<file path="config.mk">
export PLATFORM = sky130hd
export DESIGN_NAME = seq_det_stream_ctrl
export DESIGN_NICKNAME = d
export VERILOG_FILES = /design/src/rtl/seq_det_stream_ctrl.sv
export SDC_FILE = /design/constraint.sdc
export NUM_CORES = 1
export LEC_CHECK = 0
export CORE_ASPECT_RATIO = 0.7
export CORE_MARGIN = 8
export CORE_UTILIZATION = 40
export CTS_CLUSTER_SIZE = 12
export DETAILED_ROUTE_END_ITERATION = 10
export GPL_TIMING_DRIVEN = 1
export PLACE_DENSITY_LB_ADDON = 0.08
export SKIP_LAST_GASP = 1
export SLEW_MARGIN = 20
export SYNTH_ARGS = -nofsm -noshare
export SYNTH_HDL_FRONTEND = slang
export SYNTH_SLANG_ARGS = --single-unit
</file>
<file path="constraint.sdc">
create_clock -name clk_i -period 2.53 [get_ports clk_i]
set_input_delay 0.3795 -clock clk_i [delete_from_list [all_inputs] [get_ports clk_i]]
set_output_delay 0.3795 -clock clk_i [all_outputs]
set_load 0.03 [all_outputs]
</file>
<file path="src/rtl/seq_det_stream_ctrl.sv">
// Run controller for a serial sequence detector with Moore and Mealy outputs.
// Loads a stimulus word, resets the detector, streams the word MSB-first one
// bit per clock, counts Moore and Mealy hits with saturating counters, and
// flags any cycle where the Moore output disagrees with the Mealy output seen
// one cycle earlier.
//
// Handshake: start_i is accepted on a rising edge where ready_o is high; it is
// ignored in every other state (no queueing). done_o pulses for one cycle at
// the end of each run; counters and mismatch_o hold until the next accept.
module seq_det_stream_ctrl #(
  parameter int N_BITS = 40,
  parameter int CNT_W  = 6
) (
  input  logic              clk_i,
  input  logic              reset_i,
  input  logic              start_i,
  input  logic [N_BITS-1:0] data_in_i,
  output logic              ready_o,
  output logic              det_rst_o,
  output logic              in_seq_o,
  input  logic              moore_y_i,
  input  logic              mealy_y_i,
  output logic              busy_o,
  output logic              done_o,
  output logic [CNT_W-1:0]  moore_cnt_o,
  output logic [CNT_W-1:0]  mealy_cnt_o,
  output logic              mismatch_o,
  output logic [2:0]        state_o
);

  localparam int IDX_W = (N_BITS > 1) ? $clog2(N_BITS) : 1;
  localparam logic [IDX_W-1:0] LAST_IDX = IDX_W'(N_BITS - 1);
  localparam logic [CNT_W-1:0] CNT_MAX  = {CNT_W{1'b1}};

  typedef enum logic [2:0] {
    IDLE  = 3'd0,
    LOAD  = 3'd1,
    RUN   = 3'd2,
    DRAIN = 3'd3,
    DONE  = 3'd4
  } state_t;

  state_t              state_q;
  logic [N_BITS-1:0]   sr_q;
  logic [IDX_W-1:0]    idx_q;
  logic                mealy_q;
  logic [CNT_W-1:0]    moore_cnt_q;
  logic [CNT_W-1:0]    mealy_cnt_q;
  logic                mismatch_q;
  logic                ready_q;
  logic                busy_q;
  logic                done_q;
  logic                det_rst_q;
  logic                in_seq_q;

  logic [CNT_W-1:0]    moore_cnt_d;
  logic [CNT_W-1:0]    mealy_cnt_d;
  logic                moore_smp_d;

  // Saturating increments and the Moore sampling window (RUN after its first
  // cycle, plus DRAIN, which catches the response to the final bit).
  always_comb begin
    moore_cnt_d = moore_cnt_q;
    mealy_cnt_d = mealy_cnt_q;
    moore_smp_d = 1'b0;
    if (moore_cnt_q != CNT_MAX) moore_cnt_d = moore_cnt_q + CNT_W'(1);
    if (mealy_cnt_q != CNT_MAX) mealy_cnt_d = mealy_cnt_q + CNT_W'(1);
    if ((state_q == RUN && idx_q != '0) || state_q == DRAIN) moore_smp_d = 1'b1;
  end

  // Run sequencer: state, shift register, counters and registered outputs.
  always_ff @(posedge clk_i) begin
    if (reset_i) begin
      state_q     <= IDLE;
      sr_q        <= '0;
      idx_q       <= '0;
      mealy_q     <= 1'b0;
      moore_cnt_q <= '0;
      mealy_cnt_q <= '0;
      mismatch_q  <= 1'b0;
      ready_q     <= 1'b1;
      busy_q      <= 1'b0;
      done_q      <= 1'b0;
      det_rst_q   <= 1'b0;
      in_seq_q    <= 1'b0;
    end else begin
      if (moore_smp_d) begin
        if (moore_y_i) moore_cnt_q <= moore_cnt_d;
        if (moore_y_i != mealy_q) mismatch_q <= 1'b1;
      end
      case (state_q)
        IDLE: begin
          if (start_i) begin
            sr_q        <= data_in_i;
            moore_cnt_q <= '0;
            mealy_cnt_q <= '0;
            mismatch_q  <= 1'b0;
            mealy_q     <= 1'b0;
            ready_q     <= 1'b0;
            busy_q      <= 1'b1;
            det_rst_q   <= 1'b1;
            state_q     <= LOAD;
          end
        end
        LOAD: begin
          // The first bit is presented on the first RUN cycle.
          det_rst_q <= 1'b0;
          idx_q     <= '0;
          in_seq_q  <= sr_q[N_BITS-1];
          sr_q      <= sr_q << 1;
          state_q   <= RUN;
        end
        RUN: begin
          mealy_q <= mealy_y_i;
          if (mealy_y_i) mealy_cnt_q <= mealy_cnt_d;
          if (idx_q == LAST_IDX) begin
            in_seq_q <= 1'b0;
            state_q  <= DRAIN;
          end else begin
            idx_q    <= idx_q + IDX_W'(1);
            in_seq_q <= sr_q[N_BITS-1];
            sr_q     <= sr_q << 1;
          end
        end
        DRAIN: begin
          busy_q  <= 1'b0;
          done_q  <= 1'b1;
          state_q <= DONE;
        end
        DONE: begin
          done_q  <= 1'b0;
          ready_q <= 1'b1;
          state_q <= IDLE;
        end
        default: begin
          state_q <= IDLE;
          ready_q <= 1'b1;
          busy_q  <= 1'b0;
          done_q  <= 1'b0;
        end
      endcase
    end
  end

  assign ready_o     = ready_q;
  assign busy_o      = busy_q;
  assign done_o      = done_q;
  assign det_rst_o   = det_rst_q;
  assign in_seq_o    = in_seq_q;
  assign moore_cnt_o = moore_cnt_q;
  assign mealy_cnt_o = mealy_cnt_q;
  assign mismatch_o  = mismatch_q;
  assign state_o     = state_q;

endmodule
</file>
# Word-level counts from Yosys, hierarchy flattened
# Index checks and enable logic that the tools add are counted.
[word_totals] romBits=0 wordCells=80 memories=0 mem_bits_rw=0 input_bits=45 regBits=68 latchBits=0 out_inout_bits=21
[op_classes] n_reduce_logical=19 n_lt_le_gt_ge=0 n_mux=31 eq_ne=13 n_div=0 add_sub_neg=3 n_mul=0 shifts=0 bitwise_logic=2
[ops] op="40-bit case mux with 3 select lines" n=1
[ops] op="40-bit 2-to-1 mux" n=2
[ops] op="6-bit 2-to-1 mux" n=9
[ops] op="6-bit case mux with 2 select lines" n=2
[ops] op="6-bit by 1-bit adder with 6-bit output (second input constant)" n=3
[ops] op="6-bit != test (second input constant)" n=2
[ops] op="1-bit case mux with 2 select lines" n=6
[ops] op="3-bit case mux with 4 select lines" n=1
[ops] op="2-bit AND reduction" n=6
[ops] op="3-bit OR reduction" n=3
[ops] op="1-bit 2-to-1 mux" n=8
[ops] op="2-bit != test (second input constant)" n=4
[ops] op="3-bit by 2-bit equality test with 1-bit output (second input constant)" n=2
[ops] op="6-bit equality test (second input constant)" n=1
[ops] op="3-bit 2-to-1 mux" n=2
[ops] op="2-bit nonzero test" n=3
[ops] op="6-bit nonzero test" n=1
[ops] op="4-bit AND reduction" n=1
[ops] op="3-bit by 1-bit equality test with 1-bit output (second input constant)" n=1
[ops] op="3-bit equality test (second input constant)" n=1
[ops] op="3-bit logical NOT" n=1
[ops] op="3-bit AND reduction" n=1
[ops] op="3-bit nonzero test" n=1
[ops] op="2-bit by 1-bit != test with 1-bit output (second input constant)" n=1
[ops] op="other kinds (4)" n=5

# Logic depth before layout (Yosys ltp)
[depth] word_depth=7 ltp_mapped=7 ltp_nobuf=6

# Least setup slack after synthesis
# Ideal clock, no wire load.
[synth_path] kind="reg2reg" startpoint="register state_q[1], in the netlist state_o[1]" endpoint="register sr_q[1]" required_ns=2.409 path_buffers=3 synth_period_minus_slack_ns=1.931 arrival_ns=1.811 stages_incl_launch_ff=7 setup_time_ns=0.121 path_slack_ns=0.599 cell_sequence="dfxtp_1 -> buf_2 -> nor2_1 -> o21ai_1 -> buf_2 -> buf_2 -> mux2_2"
[synth_between] elab_chain_len=3 elab_cells_between_ends=8 cone_classes="4 x eq/ne; 1 x mux; 3 x reduce/logical"
[synth_lines] item="from (decl)" line="43" source="state_t state_q;"
[synth_lines] item="from (signal assigned)" line="74" source="state_q <= IDLE;"
[synth_lines] item="from (signal assigned)" line="102" source="state_q <= LOAD;"
[synth_lines] item="from (signal assigned)" line="111" source="state_q <= RUN;"
[synth_lines] item="3-bit by 2-bit equality test with 1-bit output (tied with other cells)" line="91" source="case (state_q)"
[synth_lines] item="2-bit != test (no line) or 3-bit nonzero test (tied branches)"
[synth_lines] item="3-bit AND reduction (no line)"
[synth_lines] item="to (signal assigned)" line="94" source="sr_q <= data_in_i;"
[synth_lines] item="to (signal assigned)" line="110" source="sr_q <= sr_q << 1;"
[synth_lines] item="to (signal assigned)" line="122" source="sr_q <= sr_q << 1;"
[synth_lines] item="to (decl)" line="44" source="logic [N_BITS-1:0] sr_q;"
# Several ways; a longest one is shown, not always the timed one.
# A chain may end at the register's enable or synchronous reset.

# Worst setup path after layout
[layout_path] startpoint="register state_q[1], in the netlist state_o[1]" endpoint="output port state_o[1]"
[layout_lines] item="to (decl)" line="28" source="output logic [2:0] state_o"
# No word-level cell between the ends.

==> impl_results.md <==
- Root Buffer: clkbuf_16
- Post-CTS sizing: 0
- Site Rows: 29
- Sequential Power Share: 0.391
- Total track usage: 0.1489
- DR pass1 iterations: 4
- ANT nets after route: 0
- Fmax: 439.3 MHz
- RSZ-0062 raised after global routing: no
- GR Overflow Total: 0
- Register area share after synthesis: 0.3739
- Yosys cell types: 48
- Post-synth top flop: dfxtp_1
- DR vias: 3241
- Final setup margin: 0.2537 ns
- Cell taking the most area after synthesis: dfxtp_1
- CTS sink count: 68
- Critical-path top delay cell: clkdlybuf4s50_1
- Clock share of power: 0.414
- Final Slew Violations: 0
- VDD IR-drop max: 0.3929 mV
- Number of synthesized flops with an enable pin: 0
- Period utilization: 0.8997
- Switching Share: 0.2580
- Commonest cells after routing, fill and taps aside: dfxtp_1, clkdlybuf4s50_1, a21oi_1, o21ai_0, nand3_1
- Initial antenna violation count: 0
- Remaining DRCs: 0
- H-tree levels: 3
- Avg Vias per Cell: 5.236
- Layout cells sized above 1: 0.1515
- Setup bufs post-CTS: 0
- Final non-filler cell area: 0.004745 mm2
- Clock latency on the worst-skew pair: 0.32 ns
- TritonCTS clock tree: yes
- Int Power: 2.335 mW
- Global-route wire length before repair: 14.81 mm
- Critical path class: register to primary output
- Post-Route WL: 9.164 mm
- Final Util: 0.5294
- Combinational power share: 0.196
- Crit path DAT: 1.90 ns
- Synth Register Bits: 68
- Largest net degree at the start of global routing: 41
- Area of the die: 0.01246 mm2
- Synth warnings: 0
- CTS clk-pin slew, worst paths: 0.05 ns
- CP startpoint kind: register
- Cell Pwr Density: 663.3 mW/mm2
- CP Cell Sequence: clkdlybuf4s50_1
- Worst path max stage delay: 0.80 ns
- Crit end category: primary output
- 1st-iter DRT viols: 220
- Fraction of registers with async set/reset: 0
- Top delay family on crit path: buffers and inverters
- Most common cell after layout, fill and taps aside: dfxtp_1
- TritonCTS buffer count: 9
- Crit path max fanout: 16
- Area post-placement: 0.004438 mm2
- Antenna fix cells: 0
- PortBufs: 65
- Hold slack: 0.4488 ns
- Die width: 130.0 um
- Setup TNS: 0 ns
- Top area cells in the synthesized netlist: dfxtp_1, mux2_2, a21oi_1, nor2b_1, o21ai_0
- Final HPWL DP: 6.311 mm
- Die Ht: 95.83 um
- Clock Path Buffers: 2
- Final Critical Period: 2.276 ns
- Wire per inst: 14.80 um
- Core area: 0.008962 mm2
- Vias in the first global route: 3099
- Area Growth Syn to Fin: 30.31%
- Status: finished clean
- Worst Tran Pin Value: 0.7662 ns
- Crit path required time: 2.15 ns
- Skew final: 0.005593 ns
- Max-cap violations: 0
- Cts hold-fix bufs: 0
- Place WS: 0.4248 ns
- Final hold violation count: 0
- Synth Cell Area: 0.003641 mm2
- Share of the synthesized area in the top cell type: 0.3739
- Sw Pwr: 0.8120 mW
- Max transition margin: 0.4892
- Final setup viols: 0
- Cells after Synth: 439
- Leakage power: 1.706 nW
- Gp weighted congestion: 0.7907
- Layout Nets: 540
- Buffers & Inverters on Critical Path: 1
- Starting Density: 0.4063
- Num ports: 66
- Syn_area_per_cell: 8.294 um2
- Syn Nets: 488
- Hold Path Class: register to register
-- worst paths after layout --
check / slack, ns / startpoint / end / cells past startpoint
min reg2reg: 0.45 / mismatch_o / mismatch_o / 2
max reg2reg: 0.42 / state_o[2] / sr_q[34] / 5
max: 0.25 / state_o[1] / state_o[1] / 1
min: 0.45 / mismatch_o / mismatch_o / 2
-- layer usage --
layer	share of wire	up-vias	track usage
li1	-	1667	-
met1	0.50	1499	0.1951
met2	0.44	68	0.2316
met3	0.051	7	0.04649
met4	0.0084	0	0.04235
met5	0	-	0
-- Yosys cell counts (3+ instances only) --
| cell | n |
|---|---|
| mux2_2 | 40 |
| mux2i_1 | 3 |
| nor3_1 | 5 |
| buf_2 | 6 |
| nand2b_1 | 5 |
| o211ai_1 | 5 |
| inv_1 | 9 |
| a21oi_1 | 51 |
| nand2_1 | 17 |
| dfxtp_1 | 68 |
| ha_1 | 4 |
| clkbuf_1 | 27 |
| o21ai_0 | 47 |
| nand3_1 | 45 |
| nor2_1 | 20 |
| nor2b_1 | 40 |
| xor2_1 | 4 |
| or3_1 | 4 |
| xnor2_1 | 3 |
-- flip-flops by register name (all words and copies together), names as in the netlist, 3 cells and up --
name         count
moore_cnt_o      6
sr_q            40
idx_q            6
mealy_cnt_o      6
state_o          3
-- power groups by stage --
stage               combinational, mW  sequential, mW  clock (mW)
global route                    0.674            1.24        1.38
finish                          0.616            1.23        1.30
global placement                0.612            1.25           0
CTS                             0.621            1.23        1.34
detailed placement              0.618            1.25           0
floorplan                       0.403            1.25           0
-- logic make-up after synthesis --
logic type,synth area share
flops,0.3739
simple gates,0.2330
xor+xnor,0.01684
fa+ha+maj,0.01375
mux,0.1320
compound gates,0.1801
buf+inv,0.05051
-- final cells by class --
type                       count  area (um2)
tap                          124       155.1
clock inverter                 5       77.57
inverter                      10       37.54
sequential                    68        1361
fill                         886        4218
clock buffer                  10       229.0
timing repair buffer          76       750.7
multi-input combinational    326        2133
-- metrics by stage --
step                power [mW]  instances
floorplan                1.654        439
global placement         1.861        604
detailed placement       1.870        604
CTS                      3.190        619
global route             3.301        619
finish                   3.147        619
(Power assumes the default switching activity.)
==> patch 1: new RTL, same settings <==
`N_BITS`: 40 -> 80.
--- a/src/rtl/seq_det_stream_ctrl.sv
+++ b/src/rtl/seq_det_stream_ctrl.sv
@@ -10,3 +10,3 @@
 module seq_det_stream_ctrl #(
-  parameter int N_BITS = 40,
+  parameter int N_BITS = 80,
   parameter int CNT_W  = 6
Interface: changed (resized data_in_i); port bits go from 66 to 106. No check against the original RTL was run, so the function may have changed too.
==> patch 1 against the unedited design <==
- hold slack better by 8.9 ps
- wire length is 44% higher
- sequential cell count grew 41
- synthesized area increased by 40%
- sequential power rose by 67%
- power grew 41%
- core utilization down 0.41 points
- worst setup slack better by 110 ps
- design area up 38%
==> patch 1: results (changes against the unedited design) <==
[synthesis]
muxShareOfSynthArea = 0.1612  ; +0.02927
synth-seq-area-share = 0.4280  ; +0.05409
syn_area_per_cell_um2 = 9.424  ; +14%
synthDistinctLibCells = 49  ; +2.1%
synth.net_count = 630  ; +29%
synthAdderAreaFrac = 0.009816  ; -0.003930
synth_common_cells = dfxtp_1 (109), nor2_1 (94), mux2i_1 (81)
synthXorXnorAreaFrac = 0.01178  ; -0.005059

[clock_tree]
clk_pin_slew_ps = 70  ; +20 ps
clock_latency_ps = 340  ; +20 ps

[routing]
met2_length_um = 5854  ; +45%
first_pass_iters = 5  ; +1
wl_met3_um = 994  ; +110%
wl_met1_um = 6280  ; +37%
drt-initial-drc-count = 343  ; +56%

[layout]
stdcell_count = 782  ; +26%
drive_above_1_share = 0.05968  ; -0.09184
n_fill_cell = 1144  ; +29%
nets = 706  ; +31%

[critical_path]
r2r-end = moore_cnt_o[2]
setup.worst_path.start = state_o[0]
worstPathArrival_ps = 1780  ; -120 ps
reg2reg_from = idx_q[0]
r2r_slack_ps = 460  ; +40 ps
reg2regPathDepth = 7  ; +2
critPathCapture = state_o[0]

[grt]
grt_max_degree = 82  ; +100%
grt_pass1_vias = 4223  ; +36%
use_met2 = 0.2237  ; -0.007890
track_usage = 0.1543  ; +0.005429
use_met3 = 0.04608  ; -0.0004011
grt_pass1_wl_um = 21470  ; +45%

[placement]
numPlacedInstances = 768  ; +27%
gp_congestion = 0.8279  ; +4.7%
io_buffers = 105  ; +62%
place_ws_ps = 340.0  ; -84.90 ps
place_area_mm2 = 0.006270  ; +41%

[status]
outcome = completed

[pwr]
combinationalPower_w = 0.00112  ; +82%
peakVddDrop_mv = 0.3474  ; -12%
intPower_w = 0.003139  ; +34%
clkPwrFrac = 0.286  ; -0.128
power.switching_w = 0.001287  ; +59%

[timing]
final.setup_skew_ps = 9.876  ; +4.284 ps
period_share = 0.8543  ; -0.04544
tightest_slew_ps = 637.6  ; -128.6 ps

[hold_path]
hp-start = in_seq_o

-- patch 1: cell count changes after synthesis, sizes merged, moves of 37 or more --
cell,before,now
dfxtp,68,109
o21ai,48,9
mux2,40,1
a221oi,0,79
nor2,20,94
nor2b,40,0
nand3,45,8
mux2i,3,81
-- patch 1: worst max-delay path: stages (launching register included) --
cell	delay (ps)
dfxtp_1	500
buf_4	250
clkdlybuf4s50_1	700
-- patch 1: area by class of cell --
class | instances | area (um2) | share of cell area
Clock buffer | 10 | 229.0 | 0.03509
Tap cell | 162 | 202.7 | 0.03106
Clock inverter | 4 | 26.28 | 0.004027
Timing Repair Buffer | 118 | 1221 | 0.1872
Sequential cell | 109 | 2182 | 0.3344
Inverter | 7 | 26.28 | 0.004027
Multi-Input combinational cell | 372 | 2638 | 0.4042
==> patch 2: new RTL, same settings <==
Made on the original files. Register the output `moore_cnt_o` once more, cleared by the reset; this adds one clock of latency there. The other outputs are not delayed to match.
--- a/src/rtl/seq_det_stream_ctrl.sv
+++ b/src/rtl/seq_det_stream_ctrl.sv
@@ -149,3 +149,9 @@
   assign in_seq_o    = in_seq_q;
-  assign moore_cnt_o = moore_cnt_q;
+  always_ff @(posedge clk_i) begin
+    if (reset_i) begin
+      moore_cnt_o <= '0;
+    end else begin
+      moore_cnt_o <= moore_cnt_q;
+    end
+  end
   assign mealy_cnt_o = mealy_cnt_q;
Behaviour: not the same (a bounded check fails within 10 cycles, from zero or initial values and one cycle with reset_i high).
==> patch 2 against the unedited design <==
- sequential cell count grew 6
- synthesized area rose by 4.4%
- hold slack better by 22 ps
- design area up 3.9%
- wire length down 0.21%
- register-to-register slack improved by 80 ps
- power grew 4.7%
- worst setup slack lost 41 ps
- critical path type unchanged
- largest power group unchanged
==> patch 2: results (changes against the unedited design) <==
[critical_path]
crit_family = buffers and inverters
worstPathArrival_ps = 1940  ; +40 ps
r2r_slack_ps = 500  ; +80 ps
reg2reg_from = state_o[1]

[routing]
drt-initial-drc-count = 260  ; +18%
first_pass_iters = 4  ; unchanged
wirelength_um = 9145  ; -0.21%

[layout]
stdcell_count = 631  ; +1.9%
nets = 551  ; +2.0%
drive_above_1_share = 0.1538  ; +0.002331

[grt]
grt_max_degree = 58  ; +41%
track_usage = 0.1416  ; -0.007304
grt_pass1_vias = 3009  ; -2.9%

[timing]
maxSlewHeadroom = 0.5069  ; +0.01772
hold-worst-slack_ps = 470.5  ; +21.76 ps
final.setup_skew_ps = 5.523  ; -0.06941 ps

[synthesis]
synth_area_leaders = dfxtp_1 (39%), mux2_2 (12%), nor2b_1 (7.6%), a21oi_1 (6.7%), o21ai_0 (6.1%)
synth_edf_count = 0  ; unchanged
synthXorXnorAreaFrac = 0.01612  ; -0.0007148
synthAdderAreaFrac = 0.01316  ; -0.0005835
synth_area_leader_cell = dfxtp_1
synth_cells = 450  ; +2.5%
muxShareOfSynthArea = 0.1264  ; -0.005601
yosys_warnings = 0  ; unchanged
synth_compound_area_frac = 0.1747  ; -0.005340
synth.net_count = 499  ; +2.3%

[pwr]
leakagePower_nw = 1.766  ; +3.5%

[status]
outcome = completed

[clock_tree]
cts_inserted_buffers = 9  ; unchanged

[placement]
numPlacedInstances = 615  ; +1.8%
hpwl_um = 6317  ; about the same

-- patch 2: final timing paths --
path | to | depth (start not counted)
setup / recovery | state_o[1] | 1
setup reg to reg | idx_q[2] | 4
hold reg to reg | mismatch_o | 2
hold / removal | mismatch_o | 2
-- patch 2: layout make-up --
cell class	instances	area (um2)
timing repair buffer	76	765.7
multi-input combinational	334	2181
sequential	74	1481
inverter	7	26.28
clock buffer	9	225.2
tap	124	155.1
clock inverter	7	93.84
fill	890	4215
-- patch 2: routing by layer --
metal	wire [um]	part of all wire	GRT usage	up-vias
met1	4775	0.52	0.1937	1474
li1	-	-	-	1698
met3	377	0.041	0.04494	10
met2	3886	0.42	0.2039	65
met4	106	0.012	0.04696	0
met5	0	0	0	-
-- patch 2: cells by family after synthesis --
group / Yosys count
xor gates and xnor gates: 7
buffers and inverters: 42
DFF: 74
AOI/OAI and AO/OA: 119
and+or+nand+nor: 161
muxes: 43
adders and majority gates: 4
-- patch 2: report_power, final --
part           internal (W)  total [W]  switching, W
clock network      0.000860    0.00135      0.000490
registers           0.00126    0.00133     0.0000613
logic              0.000315   0.000619      0.000304
total               0.00244    0.00329      0.000854
-- patch 2: through the flow --
stage / cell area [um2] / setup slack, ps / total power (W)
after floorplan: 3802 / 647.3 / 0.001755
final: 4928 / 212.9 / 0.003294
after CTS: 4928 / 215.7 / 0.003333
after global placement: 4609 / 524.5 / 0.001960
after detailed placement: 4609 / 478.5 / 0.001970
after global routing: 4928 / 152.6 / 0.003449
